[config.mk]
export PLATFORM = sky130hd
export DESIGN_NAME = isb_train_ctrl
export DESIGN_NICKNAME = d
export VERILOG_FILES = /design/src/rtl/isb_pkg.sv /design/src/rtl/isb_sa_alloc.sv /design/src/rtl/isb_train_ctrl.sv
export SDC_FILE = /design/constraint.sdc
export NUM_CORES = 1
export LEC_CHECK = 0
export BUFFER_PORTS_ARGS = -buffer_cell sky130_fd_sc_hd__buf_2
export CORE_UTILIZATION = 49
export CTS_CLUSTER_SIZE = 16
export DETAILED_ROUTE_END_ITERATION = 8
export PLACE_DENSITY = 0.74
export SKIP_LAST_GASP = 1
export SLEW_MARGIN = 20
export SYNTH_ARGS = -nofsm -noshare
export SYNTH_HDL_FRONTEND = slang
export SYNTH_SLANG_ARGS = --single-unit
export TNS_END_PERCENT = 50
[constraint.sdc]
create_clock -name clk -period 7.5 [get_ports clk]
set_clock_uncertainty 0.2 [all_clocks]
set_input_delay 1.5 -clock clk [delete_from_list [all_inputs] [get_ports clk]]
set_output_delay 1.5 -clock clk [all_outputs]
set_load 0.02 [all_outputs]
[src/rtl/isb_pkg.sv]
// Shared ISB definitions: field widths, confidence limits and the training FSM states.
// Also used by the prefetch issuer.
package isb_pkg;
   localparam int ADDR_W         = 16;
   localparam int SA_W           = 32;
   localparam int CONF_W         = 2;
   localparam int STREAM_LEN_DEF = 16;
   localparam logic [CONF_W-1:0] CONF_MAX = 2'd3;

   typedef enum logic [2:0] {
      ST_IDLE   = 3'd0,
      ST_RD_A   = 3'd1,
      ST_RD_B   = 3'd2,
      ST_DECIDE = 3'd3,
      ST_WR_A   = 3'd4,
      ST_WR_B   = 3'd5
   } isb_state_e;

   function automatic logic [CONF_W-1:0] conf_sat_inc(input logic [CONF_W-1:0] c);
      if (c == CONF_MAX) begin
         return CONF_MAX;
      end else begin
         return c + 2'd1;
      end
   endfunction
endpackage

[src/rtl/isb_sa_alloc.sv]
// Next-free structural-address allocator: each alloc strobe hands out the current
// value and advances by one stream length (wrapping modulo 2^SA_W).
module isb_sa_alloc
   import isb_pkg::*;
#(
   parameter int STREAM_LEN = STREAM_LEN_DEF
) (
   input  logic            clk,
   input  logic            rst,
   input  logic            i_alloc,
   output logic [SA_W-1:0] o_sa
);
   logic [SA_W-1:0] r_next_sa;

   // Allocator register
   always_ff @(posedge clk) begin
      if (rst) begin
         r_next_sa <= 32'd0;
      end else if (i_alloc) begin
         r_next_sa <= r_next_sa + SA_W'(STREAM_LEN);
      end
   end

   assign o_sa = r_next_sa;
endmodule

[src/rtl/isb_train_ctrl.sv]
// ISB training sequencer: reads PS-AMC for (A, B), assigns SAs / updates confidence,
// then issues the PS-AMC and SP-AMC writes. One pair in flight at a time.
module isb_train_ctrl
   import isb_pkg::*;
#(
   parameter int STREAM_LEN = STREAM_LEN_DEF,
   parameter int CONF_INIT  = 1
) (
   input  logic              clk,
   input  logic              rst,
   input  logic              pair_v,
   output logic              pair_ready,
   input  logic [ADDR_W-1:0] pair_a,
   input  logic [ADDR_W-1:0] pair_b,
   output logic              ps_rd_v,
   output logic [ADDR_W-1:0] ps_rd_addr,
   input  logic              ps_rd_hit,
   input  logic [SA_W-1:0]   ps_rd_sa,
   input  logic [CONF_W-1:0] ps_rd_conf,
   output logic              ps_wr_v,
   output logic [ADDR_W-1:0] ps_wr_addr,
   output logic [SA_W-1:0]   ps_wr_sa,
   output logic [CONF_W-1:0] ps_wr_conf,
   output logic              sp_wr_v,
   output logic [SA_W-1:0]   sp_wr_sa,
   output logic [ADDR_W-1:0] sp_wr_pa,
   output logic [SA_W-1:0]   next_sa
);
   localparam logic [SA_W-1:0]   LP_MASK = SA_W'(STREAM_LEN - 1);
   localparam logic [CONF_W-1:0] LP_CINIT = CONF_W'(CONF_INIT);

   isb_state_e        r_state, w_next_state;
   logic [ADDR_W-1:0] r_a, r_b;
   logic              r_hit_a;
   logic [SA_W-1:0]   r_sa_a_old;
   logic [SA_W-1:0]   r_b_sa;
   logic [CONF_W-1:0] r_b_conf;
   logic              r_b_sp;

   logic              w_alloc, w_stream_end;
   logic [SA_W-1:0]   w_alloc_sa, w_sa_a, w_tgt;
   logic [SA_W-1:0]   w_b_sa;
   logic [CONF_W-1:0] w_b_conf;
   logic              w_b_sp;

   logic              r_pair_ready, r_ps_rd_v, r_ps_wr_v, r_sp_wr_v;
   logic [ADDR_W-1:0] r_ps_rd_addr, r_ps_wr_addr, r_sp_wr_pa;
   logic [SA_W-1:0]   r_ps_wr_sa, r_sp_wr_sa;
   logic [CONF_W-1:0] r_ps_wr_conf;

   isb_sa_alloc #(.STREAM_LEN(STREAM_LEN)) u_alloc (
      .clk     (clk),
      .rst     (rst),
      .i_alloc (w_alloc),
      .o_sa    (w_alloc_sa)
   );

   // A fresh allocation is stream-aligned, so only a hit A can sit at stream end:
   // the single allocation per pair serves either the new A or the new-stream target.
   assign w_sa_a       = r_hit_a ? r_sa_a_old : w_alloc_sa;
   assign w_stream_end = ((w_sa_a & LP_MASK) == LP_MASK);
   assign w_tgt        = w_stream_end ? w_alloc_sa : (w_sa_a + 32'd1);
   assign w_alloc      = (r_state == ST_DECIDE) && (!r_hit_a || w_stream_end);

   // B-entry decision from the B read return (valid in DECIDE)
   always_comb begin
      w_b_sa   = w_tgt;
      w_b_conf = LP_CINIT;
      w_b_sp   = 1'b1;
      if (ps_rd_hit) begin
         if (ps_rd_sa == w_tgt) begin
            w_b_sa   = ps_rd_sa;
            w_b_conf = conf_sat_inc(ps_rd_conf);
            w_b_sp   = 1'b0;
         end else if (ps_rd_conf >= 2'd2) begin
            w_b_sa   = ps_rd_sa;
            w_b_conf = ps_rd_conf - 2'd1;
            w_b_sp   = 1'b0;
         end else begin
            w_b_sa   = w_tgt;
            w_b_conf = LP_CINIT;
            w_b_sp   = 1'b1;
         end
      end else begin
         w_b_sp = 1'b1;
      end
   end

   // Next-state logic
   always_comb begin
      w_next_state = r_state;
      case (r_state)
         ST_IDLE: begin
            if (pair_v && (pair_a != pair_b)) begin
               w_next_state = ST_RD_A;
            end else begin
               w_next_state = ST_IDLE;
            end
         end
         ST_RD_A:   w_next_state = ST_RD_B;
         ST_RD_B:   w_next_state = ST_DECIDE;
         ST_DECIDE: w_next_state = ST_WR_A;
         ST_WR_A:   w_next_state = ST_WR_B;
         ST_WR_B:   w_next_state = ST_IDLE;
         default:   w_next_state = ST_IDLE;
      endcase
   end

   // State register
   always_ff @(posedge clk) begin
      if (rst) begin
         r_state <= ST_IDLE;
      end else begin
         r_state <= w_next_state;
      end
   end

   // Latched pair and per-pair read results
   always_ff @(posedge clk) begin
      if (rst) begin
         r_a        <= 16'd0;
         r_b        <= 16'd0;
         r_hit_a    <= 1'b0;
         r_sa_a_old <= 32'd0;
         r_b_sa     <= 32'd0;
         r_b_conf   <= 2'd0;
         r_b_sp     <= 1'b0;
      end else begin
         case (r_state)
            ST_IDLE: begin
               if (pair_v) begin
                  r_a <= pair_a;
                  r_b <= pair_b;
               end
            end
            ST_RD_B: begin
               r_hit_a    <= ps_rd_hit;
               r_sa_a_old <= ps_rd_sa;
            end
            ST_DECIDE: begin
               r_b_sa   <= w_b_sa;
               r_b_conf <= w_b_conf;
               r_b_sp   <= w_b_sp;
            end
            default: begin
               r_b_sp <= r_b_sp;
            end
         endcase
      end
   end

   // Registered handshake and memory-port outputs, set up for the state being entered
   always_ff @(posedge clk) begin
      if (rst) begin
         r_pair_ready <= 1'b1;
         r_ps_rd_v    <= 1'b0;
         r_ps_rd_addr <= 16'd0;
         r_ps_wr_v    <= 1'b0;
         r_ps_wr_addr <= 16'd0;
         r_ps_wr_sa   <= 32'd0;
         r_ps_wr_conf <= 2'd0;
         r_sp_wr_v    <= 1'b0;
         r_sp_wr_sa   <= 32'd0;
         r_sp_wr_pa   <= 16'd0;
      end else begin
         r_pair_ready <= (w_next_state == ST_IDLE);
         r_ps_rd_v    <= (w_next_state == ST_RD_A) || (w_next_state == ST_RD_B);
         r_ps_rd_addr <= (w_next_state == ST_RD_A) ? pair_a : r_b;
         r_ps_wr_v    <= 1'b0;
         r_sp_wr_v    <= 1'b0;
         if (w_next_state == ST_WR_A) begin
            r_ps_wr_v    <= !r_hit_a;
            r_ps_wr_addr <= r_a;
            r_ps_wr_sa   <= w_sa_a;
            r_ps_wr_conf <= LP_CINIT;
            r_sp_wr_v    <= !r_hit_a;
            r_sp_wr_sa   <= w_sa_a;
            r_sp_wr_pa   <= r_a;
         end else if (w_next_state == ST_WR_B) begin
            r_ps_wr_v    <= 1'b1;
            r_ps_wr_addr <= r_b;
            r_ps_wr_sa   <= r_b_sa;
            r_ps_wr_conf <= r_b_conf;
            r_sp_wr_v    <= r_b_sp;
            r_sp_wr_sa   <= r_b_sa;
            r_sp_wr_pa   <= r_b;
         end
      end
   end

   assign pair_ready = r_pair_ready;
   assign ps_rd_v    = r_ps_rd_v;
   assign ps_rd_addr = r_ps_rd_addr;
   assign ps_wr_v    = r_ps_wr_v;
   assign ps_wr_addr = r_ps_wr_addr;
   assign ps_wr_sa   = r_ps_wr_sa;
   assign ps_wr_conf = r_ps_wr_conf;
   assign sp_wr_v    = r_sp_wr_v;
   assign sp_wr_sa   = r_sp_wr_sa;
   assign sp_wr_pa   = r_sp_wr_pa;
   assign next_sa    = w_alloc_sa;
endmodule

==> run_results.csv, run 1 <==
group,metric,value,unit
outcome,status,"completed",
final_layout,mostFrequentLayoutCells,"240 x sky130_fd_sc_hd__nand2_1, 214 x sky130_fd_sc_hd__buf_2, 200 x sky130_fd_sc_hd__dfxtp_1",
timing,timing.setup.tns,0,ns
pwr,worst_ir_drop_vdd,0.205,mV
final_layout,diodes,0,
setup_path,crit_path_start_kind,"flop",
synth,synth.top_cells.by_area,"sky130_fd_sc_hd__dfxtp_1 38%, sky130_fd_sc_hd__nand2_1 8.5%, sky130_fd_sc_hd__a21oi_1 6.7%",
synth,syn_area_per_cell,7.99,µm²
drt,top_layer_used,"met4",
drt,num_vias,10200,
placed_design,routabilityCongestion,0.934,
setup_path,peak_fanout_along_the_critical_path,78,
clock_network,cts_tree,"done",
final_layout,nNetsFinal,1499,
clock_network,clock_tree.htree_level_count,1,
final_layout,areaGrowthSynthToFinish,14.5,%
floorplan,fp-row-count,53,
global_route,grt_pass1_wl,51100,µm
pwr,power.share.clock,0.421,
clock_network,clock_sinks,201,
timing,timing_worst_slew_pin_value,1.22,ns
drt,drt_pass1_iterations,6,
drt,routed_wl,33400,µm
floorplan,dieHeight,149,µm
clock_network,cts_made_buffers,21,
timing,final.period_utilization,0.740,
setup_path,r2r_end,"r_b_sa[0]",
clock_network,postCtsHoldBufs,0,
setup_path,worst_setup_path_end_kind,"flop",
pwr,sum_of_internal_switching_and_leakage_power,2.87,mW
drt,wl_met3,2890,µm
synth,synthesis.instances,1332,
global_route,antenna_found_initial,0,
floorplan,io-pin-count,220,
clock_network,clk_path_buf_depth,3,
global_route,grt_pass1_vias,9113,
floorplan,floorplan.initialDensity,0.503,
timing,timing.final.hold_violations,0,
synth,yosys_warnings,0,
pwr,internal_power,2.06,mW
pwr,p_leak,4.89,nW
setup_path,reg2reg_slack,1.95,ns
timing,slew_viol_final,0,
floorplan,die_w,149,µm
setup_path,critPathArrivalTime,5.74,ns
synth,synth.largest_area_cell,"sky130_fd_sc_hd__dfxtp_1",
synth,yosys_most_used_dff,"sky130_fd_sc_hd__dfxtp_1",
setup_path,r2r.worst_path.cells,11,
synth,yosys_register_bits,201,
global_route,global_route_total_usage_across_every_layer,0.294,
final_layout,drive_gt1_frac,0.204,
timing,relSlewSlack,0.187,
placed_design,io_buffers,215,
setup_path,path_class,"reg2reg",
pwr,netSwitchingFraction,0.281,
global_route,globalRoute.totalOverflow,0,
drt,route.met2.wl,14800,µm
synth,synth.yosys.seq_area_share,0.378,
clock_network,insertion_delay,0.51,ns
clock_network,cts.clk_slew.worst_paths,0.06,ns
pwr,power_density,236,mW/mm²
timing,rsz0062_at_grt,"false",
synth,synth-edff-count,0,
hold_path,worstHoldEndpoint,"r_a[8]",
clock_network,cts_root_buffer,"sky130_fd_sc_hd__clkbuf_16",
final_layout,layout.cells.most_common,"sky130_fd_sc_hd__nand2_1",
timing,final_period_minus_worst_setup_slack,5.55,ns
global_route,grt_start_max_net_pins,124,
timing,setup_violators_final,0,
drt,route.detailed.drc,0,
timing,fmax,180,MHz
synth,postSynth.asyncResetShare,0,
drt,drtAntennaViolNets,0,
hold_path,worst_hold_path_type,"reg2reg",
clock_network,post-cts-setup-buffer-count,0,
floorplan,placeableCoreArea,0.0212,mm²
flow_run,cap_violations,0,
pwr,power.sequential.fraction,0.420,
synth,synth_top_area_share,0.378,
drt,route.detailed.wl_per_inst,19.4,µm
synth,netlist-cell-type-count,77,
placed_design,post-dp-hpwl,23400,µm
drt,route.layer.met1.wl,14800,µm
hold_path,min-delay-start,"r_a[8]",
pwr,switchingPower,807,µW
drt,viasPerCell,5.97,
pwr,power_frac_comb,0.159,
clock_network,post_cts_resize_count,0,
setup_path,r2r_start,"r_hit_a",
drt,drt_iter0_drc,897,
hold_path,timing.hold.worst_path_depth,2,
setup_path,worstPathRequired,7.69,ns
floorplan,die_area,0.0223,mm²
synth,synthesis.area,0.0106,mm²
-- routing by layer --
metal	track usage	vias up
li1	-	4844
met5	0	-
met2	0.455	490
met3	0.0407	71
met4	0.0827	0
met1	0.423	4839
-- stage by stage --
stage / worst slack [ns] / utilization / cells / area (µm²) / hold slack [ns]
global placement: 2.22 / 0.536 / 1678 / 11300 / 0.241
global route: 1.73 / 0.576 / 1717 / 12200 / 0.276
CTS: 2.12 / 0.574 / 1716 / 12200 / 0.256
finish: 1.95 / 0.576 / 1717 / 12200 / 0.257
floorplan: 3.20 / - / 1335 / 10600 / 0.233
detailed placement: 2.15 / 0.536 / 1678 / 11300 / 0.247
-- area by class of cell --
type | instances | area (µm²)
clock buffers | 29 | 606
clock inverters | 9 | 199
fillers | 1956 | 8970
inverters | 12 | 45.0
multi-input cells | 965 | 5780
flip-flops and latches | 201 | 4030
well taps | 275 | 344
repair buffers | 226 | 1180
-- worst max-delay path: stages, from the launching register on --
cell and delay [ns]:
sky130_fd_sc_hd__dfxtp_2 0.36, sky130_fd_sc_hd__buf_4 0.65, sky130_fd_sc_hd__nand4_2 0.33, sky130_fd_sc_hd__a2111o_1 0.57, sky130_fd_sc_hd__nor4_2 0.53, sky130_fd_sc_hd__a21oi_1 0.12
sky130_fd_sc_hd__o31ai_1 0.36, sky130_fd_sc_hd__xnor2_1 0.24, sky130_fd_sc_hd__nand4_1 0.65, sky130_fd_sc_hd__o21ai_4 0.89, sky130_fd_sc_hd__nor4_1 0.12, sky130_fd_sc_hd__a311o_1 0.35
-- sequential cells by signal (all words and copies together), names as in the netlist, 2 cells and up --
register / count
r_b_conf: 2
r_b: 16
u_alloc.o_sa: 28
ps_wr_conf: 2
r_b_sa: 32
ps_rd_addr: 16
sp_wr_pa: 16
sp_wr_sa: 32
r_sa_a_old: 32
r_state: 3
r_a: 16
-- power groups by stage --
| stage | logic [mW] | registers [mW] | clock network (mW) |
|---|---|---|---|
| after detailed placement | 0.446 | 1.23 | 0 |
| after CTS | 0.449 | 1.20 | 1.22 |
| after global placement | 0.441 | 1.22 | 0 |
| after floorplan | 0.307 | 1.22 | 0 |
| after global routing | 0.496 | 1.21 | 1.26 |
| final | 0.456 | 1.21 | 1.21 |
-- Yosys cell counts, types with 4 or more instances --
library cell and count:
sky130_fd_sc_hd__a211oi_1 7, sky130_fd_sc_hd__a21oi_1 142, sky130_fd_sc_hd__a221oi_1 22, sky130_fd_sc_hd__a22oi_1 25
sky130_fd_sc_hd__a311o_1 6, sky130_fd_sc_hd__a31oi_1 8, sky130_fd_sc_hd__and2_1 15, sky130_fd_sc_hd__and3_1 17
sky130_fd_sc_hd__and4_1 6, sky130_fd_sc_hd__buf_1 5, sky130_fd_sc_hd__buf_2 11, sky130_fd_sc_hd__buf_4 57
sky130_fd_sc_hd__clkbuf_1 83, sky130_fd_sc_hd__dfxtp_1 201, sky130_fd_sc_hd__inv_1 12, sky130_fd_sc_hd__mux2_2 6
sky130_fd_sc_hd__mux2i_1 38, sky130_fd_sc_hd__nand2_1 240, sky130_fd_sc_hd__nand2b_1 15, sky130_fd_sc_hd__nand3_1 36
sky130_fd_sc_hd__nand3b_1 7, sky130_fd_sc_hd__nand4_1 24, sky130_fd_sc_hd__nand4b_1 4, sky130_fd_sc_hd__nor2_1 108
sky130_fd_sc_hd__nor3_1 11, sky130_fd_sc_hd__nor4_1 15, sky130_fd_sc_hd__nor4_2 4, sky130_fd_sc_hd__o211ai_1 24
sky130_fd_sc_hd__o211ai_2 5, sky130_fd_sc_hd__o21a_1 5, sky130_fd_sc_hd__o21ai_0 23, sky130_fd_sc_hd__o221ai_1 12
sky130_fd_sc_hd__xnor2_1 27, sky130_fd_sc_hd__xor2_1 43
-- worst max path at each step --
stage | startpoint | end | slack [ns]
after floorplan | r_hit_a | r_b_sa[28] | 3.20
after global placement | r_hit_a | r_b_sa[21] | 2.22
after detailed placement | r_hit_a | r_b_sa[21] | 2.15
after CTS | r_hit_a | r_b_sa[0] | 2.12
after global routing | r_hit_a | r_b_sa[0] | 1.73
final | r_hit_a | r_b_sa[0] | 1.95
-- kinds of logic (layout without fill, tap and decap cells) --
| family | count (synthesis) | in the layout | share of synthesized area |
|---|---|---|---|
| adder cells (fa/ha/maj) | 2 | 2 | 0.00235 |
| multiplexers | 45 | 45 | 0.0434 |
| AO/OA/AOI/OAI | 318 | 318 | 0.198 |
| AND/OR/NAND/NOR | 523 | 523 | 0.232 |
| XOR/XNOR | 73 | 73 | 0.0640 |
| flip-flops | 201 | 201 | 0.378 |
| buffers and inverters | 169 | 276 | 0.0818 |
| other | 1 | 4 | 0.000353 |
Note: power is estimated with default switching activity, not from simulation.
==> run 2, diff against run 1 <==
ABC_AREA = 1   (was not set)
PLACE_DENSITY = 0.76   (was 0.74)
clock period = 4.9 ns   (was 7.5 ns; I/O delays follow)
==> run 2 against run 1 <==
Effect of this change:
- clock power increased by 62%
- clock-buffer cell count is 1 higher
- global-route usage is 0.62 points higher
- critical path depth is 8 higher
- sequential share of layout area down 2.4 points
- register-to-register slack lost 0.81 ns
- worst hold slack worse by 0.0014 ns
- maximum frequency rose by 47%
- via count is 18% higher
- synthesized cell count is 35% higher
- first-iteration DRC count rose by 21%
- largest power group is now the clock network
==> run_results.csv, run 2 <==
group,metric,value,unit
global_route,globalRoute.totalOverflow,0,
pwr,power_frac_comb,0.143,
synth,post_synth_most_frequent_cells,"535 x sky130_fd_sc_hd__nand2_1, 201 x sky130_fd_sc_hd__dfxtp_1, 193 x sky130_fd_sc_hd__inv_1, 179 x sky130_fd_sc_hd__o21ai_0, 133 x sky130_fd_sc_hd__nor2_1",
setup_path,peak_fanout_along_the_critical_path,23,
timing,timing.final.hold_violations,0,
placed_design,routabilityCongestion,0.985,
drt,viasPerCell,5.40,
timing,worst_hold_slack,0.255,ns
setup_path,critPathArrivalTime,4.03,ns
pwr,p_leak,6.24,nW
setup_path,timing.critical_path.mode_cell,"sky130_fd_sc_hd__nand2_1",
synth,postSynth.asyncResetShare,0,
global_route,grt_start_max_net_pins,102,
clock_network,cts_tree,"done",
synth,netlist-cell-type-count,48,
setup_path,critPathMaxStageDelay,0.39,ns
outcome,status,"completed",
placed_design,io_buffers,215,
hold_path,timing.hold.worst_path_depth,2,
pwr,power_density,335,mW/mm²
global_route,grt_pass1_wl,57500,µm
floorplan,io-pin-count,220,
synth,synth.top_cells.by_area,"sky130_fd_sc_hd__dfxtp_1 35%, sky130_fd_sc_hd__nand2_1 18%, sky130_fd_sc_hd__o21ai_0 7.8%",
clock_network,cts_root_buffer,"sky130_fd_sc_hd__clkbuf_16",
clock_network,post-cts-setup-buffer-count,0,
flow_run,cap_violations,0,
pwr,power.share.clock,0.446,
synth,yosys_register_bits,201,
synth,synth_simple_gate_area_frac,0.330,
clock_network,post_cts_resize_count,0,
global_route,antenna_found_initial,1,
timing,final_period_minus_worst_setup_slack,3.76,ns
timing,relSlewSlack,0.283,
timing,setup_violators_final,0,
final_layout,final_core_utilization,0.577,
pwr,power.sequential.fraction,0.411,
synth,synth.yosys.seq_area_share,0.351,
hold_path,worst_hold_path_type,"reg2reg",
synth,synth.most_common_cell,"sky130_fd_sc_hd__nand2_1",
drt,routed_wl,36500,µm
synth,synth_top_area_share,0.351,
clock_network,clock_tree.htree_level_count,1,
timing,final.period_utilization,0.768,
final_layout,layout.filler_cells,2247,
timing,timing.setup.tns,0,ns
synth,synth_compound_gate_area_share,0.173,
clock_network,cts_made_buffers,24,
synth,yosys.area_share.xor_xnor,0.00917,
setup_path,timing.critical_path.slowest_stage_cell,"sky130_fd_sc_hd__inv_2",
setup_path,r2r_end,"u_alloc.o_sa[31]",
synth,synth.largest_area_cell,"sky130_fd_sc_hd__dfxtp_1",
pwr,netSwitchingFraction,0.284,
placed_design,dpl-instance-area,0.0123,mm²
placed_design,post-dp-hpwl,26000,µm
drt,drt_pass1_iterations,7,
setup_path,path_class,"reg2reg",
synth,synth_fa_ha_area_frac,0.00218,
setup_path,cp_cell_sequence,"nand2_1, inv_1, ha_1, buf_4, nand4_4, inv_2, o21ai_2, inv_1, nand2_1, nor3_2, nand2_1, nor2_1, nand2_1, nor2_2, nand3_1, clkinv_1, nand4_1, a21oi_1, o21a_1",
clock_network,clk_path_buf_depth,3,
synth,largest_family_of_logic_cells_by_synthesized_area,"simple AND/OR/NAND/NOR gates",
timing,slew_viol_final,0,
placed_design,dp_worst_setup_slack,1.28,ns
timing,timing_worst_slew_pin_value,1.07,ns
clock_network,postCtsHoldBufs,0,
setup_path,crit_path_start_kind,"flop",
clock_network,clock_sinks,201,
global_route,global_route_total_usage_across_every_layer,0.300,
global_route,grt_pass1_vias,10900,
floorplan,placeableCoreArea,0.0228,mm²
pwr,switchingPower,1.25,mW
setup_path,r2r.worst_path.cells,19,
synth,yosys_most_used_dff,"sky130_fd_sc_hd__dfxtp_1",
pwr,worst_ir_drop_vdd,0.239,mV
clock_network,insertion_delay,0.53,ns
synth,synth-edff-count,0,
clock_network,cts.clk_slew.worst_paths,0.06,ns
floorplan,floorplan.initialDensity,0.503,
final_layout,drive_gt1_frac,0.179,
timing,rsz0062_at_grt,"false",
final_layout,layout.cells.most_common,"sky130_fd_sc_hd__nand2_1",
synth,yosys_warnings,0,
drt,drt_iter0_drc,1083,
placed_design,post-place-cells,2202,
floorplan,fp-row-count,55,
timing,setup_ws_final,1.14,ns
drt,num_vias,12100,
setup_path,r2r_start,"r_sa_a_old[0]",
floorplan,die_area,0.0240,mm²
timing,fmax,266,MHz
pwr,internal_power,3.15,mW
hold_path,worstHoldEndpoint,"r_a[15]",
floorplan,die_w,155,µm
synth,synthesis.instances,1798,
floorplan,dieHeight,155,µm
final_layout,areaGrowthSynthToFinish,14.7,%
setup_path,worst_setup_path_end_kind,"flop",
final_layout,postLayoutCellArea,0.0131,mm²
synth,syn_area_per_cell,6.38,µm²
drt,route.detailed.drc,0,
hold_path,min-delay-start,"r_a[15]",
drt,drtAntennaViolNets,0,
drt,route.detailed.wl_per_inst,16.3,µm
final_layout,mostFrequentLayoutCells,"535 x sky130_fd_sc_hd__nand2_1, 215 x sky130_fd_sc_hd__buf_2, 200 x sky130_fd_sc_hd__dfxtp_1",
final_layout,layout.cells.non_filler,2246,
pwr,sum_of_internal_switching_and_leakage_power,4.40,mW
synth,synthesis.area,0.0115,mm²
setup_path,worstPathRequired,5.16,ns
synth,synth.mux.area_fraction,0,
setup_path,reg2reg_slack,1.14,ns
final_layout,nNetsFinal,1987,
==> run 2: changes by cell type after synthesis, sizes merged, moves of 37 or more <==
| cell | delta |
|---|---|
| nand2 | +323 |
| mux2i | -39 |
| o21ai | +162 |
| nor2 | +43 |
| xor2 | -41 |
| nand3 | +70 |
| a21oi | -37 |
| inv | +184 |
==> run 2: final cells by class <==
type | count | area (µm²) | area share
antenna | 1 | 2.50 | 0.000190
clock buffer | 30 | 653 | 0.0497
clock inverter | 13 | 214 | 0.0163
inverter | 198 | 748 | 0.0569
multi-input combinational | 1261 | 5920 | 0.450
sequential | 201 | 4030 | 0.306
tap | 313 | 392 | 0.0298
timing repair buffer | 229 | 1190 | 0.0908
==> run 2: metal layers <==
layer	GRT usage	vias up	share of wire
li1	-	5972	-
met1	0.396	5564	0.43
met2	0.499	515	0.46
met3	0.0351	81	0.073
met4	0.120	0	0.038
met5	0	-	0
==> run 2: worst max-delay path: cells and delay by family, from the launching register on <==
family,cells,cell delay (ns)
AND/OR/NAND/NOR,10,1.49
buffers and inverters,5,1.01
AO/OA/AOI/OAI,3,0.47
flip-flops,1,0.38
adder cells (fa/ha/maj),1,0.14
==> run 2: worst max-delay path by stage <==
stage	slack (ns)	endpoint	startpoint	cells past startpoint
after floorplan	1.79	u_alloc.o_sa[28]	r_hit_a	22
after global placement	1.34	u_alloc.o_sa[31]	r_sa_a_old[0]	19
after detailed placement	1.28	u_alloc.o_sa[21]	r_state[0]	16
after CTS	1.23	u_alloc.o_sa[31]	r_sa_a_old[0]	19
after global routing	0.82	u_alloc.o_sa[21]	r_sa_a_old[0]	19
final	1.14	u_alloc.o_sa[31]	r_sa_a_old[0]	19
==> run 2: power groups by stage <==
stage	clock network, mW	logic, mW	registers [mW]
after CTS	1.98	0.623	1.81
after global placement	0	0.610	1.84
after global routing	2.04	0.703	1.82
final	1.96	0.629	1.81
after floorplan	0	0.417	1.86
after detailed placement	0	0.619	1.84
==> run 2: logic make-up (layout without fill, tap and decap cells) <==
group                      after synthesis  after routing
AOI/OAI and AO/OA                      361            361
xor gates and xnor gates                12             12
adders and majority gates                2              2
buffers and inverters                  339            470
DFF                                    201            201
other                                    1              5
and+or+nand+nor                        882            882
==> run 3, diff against run 2 <==
ABC_AREA = 0   (was 1)
clock period = 3.2 ns   (was 4.9 ns; I/O delays follow)
==> run 3 against run 2 <==
Effect of this change:
- the run now ends with negative setup slack left
- final cell count decreased by 14%
- sequential share of layout area decreased by 2.2 points
- clock-buffer cell count increased by 1
- utilization increased by 9.2 points
- register-to-register slack got worse by 1.7 ns
- first-iteration DRC count increased by 7.0%
- maximum frequency decreased by 0.84%
- non-clock buffer count increased by 206
- clock power increased by 36%
- setup slack got worse by 1.7 ns
- largest cell class unchanged
- largest power group is now registers
- highest routed layer unchanged
==> run_results.csv, run 3 (same netlist as run 1, synthesis figures left out) <==
group,metric,value,unit
outcome,status,"finished, violations left",
outcome,failed_checks,"negative setup slack",
floorplan,floorplan.initialDensity,0.503,
clock_network,clock_sinks,201,
setup_path,peak_fanout_along_the_critical_path,8,
timing,final.period_utilization,1.19,
floorplan,placeableCoreArea,0.0212,mm²
timing,worst_hold_slack,0.180,ns
floorplan,die_area,0.0223,mm²
pwr,power_density,478,mW/mm²
final_layout,drive_gt1_frac,0.332,
setup_path,worst_setup_path_end_kind,"flop",
setup_path,critical_path.n_buffers_inverters,4,
global_route,grt_pass1_wl,56400,µm
drt,route.detailed.wl_per_inst,19.0,µm
clock_network,cts_tree,"done",
drt,num_vias,11400,
placed_design,post-dp-hpwl,25800,µm
timing,setup_violators_final,40,
placed_design,routabilityCongestion,0.983,
setup_path,critPathMaxStageDelay,0.47,ns
timing,final_period_minus_worst_setup_slack,3.79,ns
final_layout,mostFrequentLayoutCells,"236 x sky130_fd_sc_hd__nand2_1, 214 x sky130_fd_sc_hd__buf_2, 201 x sky130_fd_sc_hd__buf_4",
placed_design,io_buffers,215,
setup_path,worst_path_dominant_cell_family,"compound AO/OA/AOI/OAI gates",
final_layout,areaGrowthSynthToFinish,33.1,%
final_layout,multi_input_comb_area,0.00611,mm²
clock_network,insertion_delay,0.52,ns
setup_path,cp_cell_sequence,"buf_12, buf_8, nand4_1, a2111o_1, buf_4, xnor2_2, a211o_1, a22o_1, nor4_4, buf_4, and4b_1, nand4_1, xnor2_1, a41oi_1",
global_route,grt_pass1_vias,10500,
final_layout,postLayoutCellArea,0.0142,mm²
floorplan,dieHeight,149,µm
setup_path,path_class,"reg2reg",
final_layout,nNetsFinal,1710,
setup_path,critPathArrivalTime,3.96,ns
global_route,antenna_found_initial,0,
global_route,globalRoute.totalOverflow,0,
timing,slew_viol_final,0,
floorplan,die_w,149,µm
timing,fmax,264,MHz
drt,routed_wl,36700,µm
global_route,global_route_total_usage_across_every_layer,0.322,
setup_path,worstPathRequired,3.36,ns
final_layout,regArea,0.00403,mm²
floorplan,io-pin-count,220,
drt,viasPerCell,5.89,
final_layout,layout.cells.most_common,"sky130_fd_sc_hd__nand2_1",
timing,rsz0062_at_grt,"true",
drt,route.detailed.drc,0,
timing,relSlewSlack,0.420,
pwr,worst_ir_drop_vdd,0.375,mV
clock_network,clock_tree.htree_level_count,1,
setup_path,timing.critical_path.slowest_stage_cell,"sky130_fd_sc_hd__a2111o_1",
placed_design,dp_worst_setup_slack,-0.566,ns
hold_path,worst_hold_path_type,"in2reg",
timing,setup_ws_final,-0.594,ns
drt,drtAntennaViolNets,0,
final_layout,diodes,0,
final_layout,layout.filler_cells,1687,
placed_design,dpl-instance-area,0.0129,mm²
clock_network,cts.clk_slew.worst_paths,0.06,ns
clock_network,cts_made_buffers,22,
floorplan,fp-row-count,53,
clock_network,clk_path_buf_depth,3,
timing,timing_worst_slew_pin_value,0.869,ns
timing,timing.final.hold_violations,0,
drt,drt_pass1_iterations,6,
pwr,p_leak,6.06,nW
global_route,grt_start_max_net_pins,190,
setup_path,crit_path_start_kind,"flop",
clock_network,cts_root_buffer,"sky130_fd_sc_hd__clkbuf_16",
flow_run,cap_violations,0,
drt,drt_iter0_drc,1159,
final_layout,final_core_utilization,0.669,
## run 3: changes by cell type in the layout (fill, tap and decap cells not counted), moves of 22 or more
cell and change:
sky130_fd_sc_hd__nor2_1 -25, sky130_fd_sc_hd__a22oi_1 +25, sky130_fd_sc_hd__nand2_2 -22, sky130_fd_sc_hd__a21oi_1 +35, sky130_fd_sc_hd__inv_1 -180, sky130_fd_sc_hd__nand3_1 -68
sky130_fd_sc_hd__buf_4 +188, sky130_fd_sc_hd__nand2_1 -299, sky130_fd_sc_hd__mux2i_1 +37, sky130_fd_sc_hd__xor2_1 +40, sky130_fd_sc_hd__o21ai_0 -159
## run 3: cell type report
cell class	instances	share of cell area
well taps	275	0.0243
inverters	12	0.00318
clock inverters	9	0.00972
repair buffers	435	0.203
multi-input cells	966	0.431
flip-flops and latches	201	0.284
clock buffers	31	0.0441
## run 3: worst paths after layout
| check | from | to | slack (ns) | depth (start not counted) |
|---|---|---|---|---|
| worst max-delay path | r_hit_a | r_b_conf[0] | -0.59 | 14 |
| worst min-delay path | pair_b[0] | r_b[0] | 0.18 | 3 |
| worst max register to register | r_hit_a | r_b_conf[0] | -0.59 | 14 |
| worst min register to register | r_a[0] | r_a[0] | 0.26 | 2 |
## run 3: power breakdown
group	total, mW	internal (mW)	leakage, nW	switching, mW
registers	2.79	2.68	1.63	0.115
logic	1.32	0.495	4.05	0.824
clock network	2.66	1.61	0.371	1.05
total	6.77	4.78	6.06	1.99
## run 3: worst reg2reg max path: stages, from the launching register on
cell and delay (ns):
sky130_fd_sc_hd__dfxtp_2 0.35, sky130_fd_sc_hd__buf_12 0.14, sky130_fd_sc_hd__buf_8 0.12, sky130_fd_sc_hd__nand4_1 0.14, sky130_fd_sc_hd__a2111o_1 0.47, sky130_fd_sc_hd__buf_4 0.18
sky130_fd_sc_hd__xnor2_2 0.15, sky130_fd_sc_hd__a211o_1 0.31, sky130_fd_sc_hd__a22o_1 0.25, sky130_fd_sc_hd__nor4_4 0.35, sky130_fd_sc_hd__buf_4 0.16, sky130_fd_sc_hd__and4b_1 0.22
sky130_fd_sc_hd__nand4_1 0.22, sky130_fd_sc_hd__xnor2_1 0.25, sky130_fd_sc_hd__a41oi_1 0.14
## run 3: repair_timing
item / in CTS / in global routing
setup buffers: 18 / 7
cloned: 3 / 0
pin swaps: 43 / 27
setup endpoints to repair: 37 / 46
gates resized for setup: 35 / 24
hold buffers: 0 / 0
## run 3: stage by stage
stage | TNS, ns | instances | power (mW)
final | -17.08 | 1929 | 6.77
after global routing | -23.56 | 1929 | 7.02
after CTS | -14.65 | 1923 | 6.77
after detailed placement | -17.83 | 1862 | 4.07
after global placement | -12.63 | 1862 | 4.05
after floorplan | -19.22 | 1335 | 3.61
## run 3: per-layer routing
metal / GRT usage / up-vias / share of wire
met4: 0.165 / 0 / 0.050
met2: 0.504 / 641 / 0.45
li1: - / 5274 / -
met3: 0.0511 / 135 / 0.099
met5: 0 / - / 0
met1: 0.427 / 5311 / 0.40
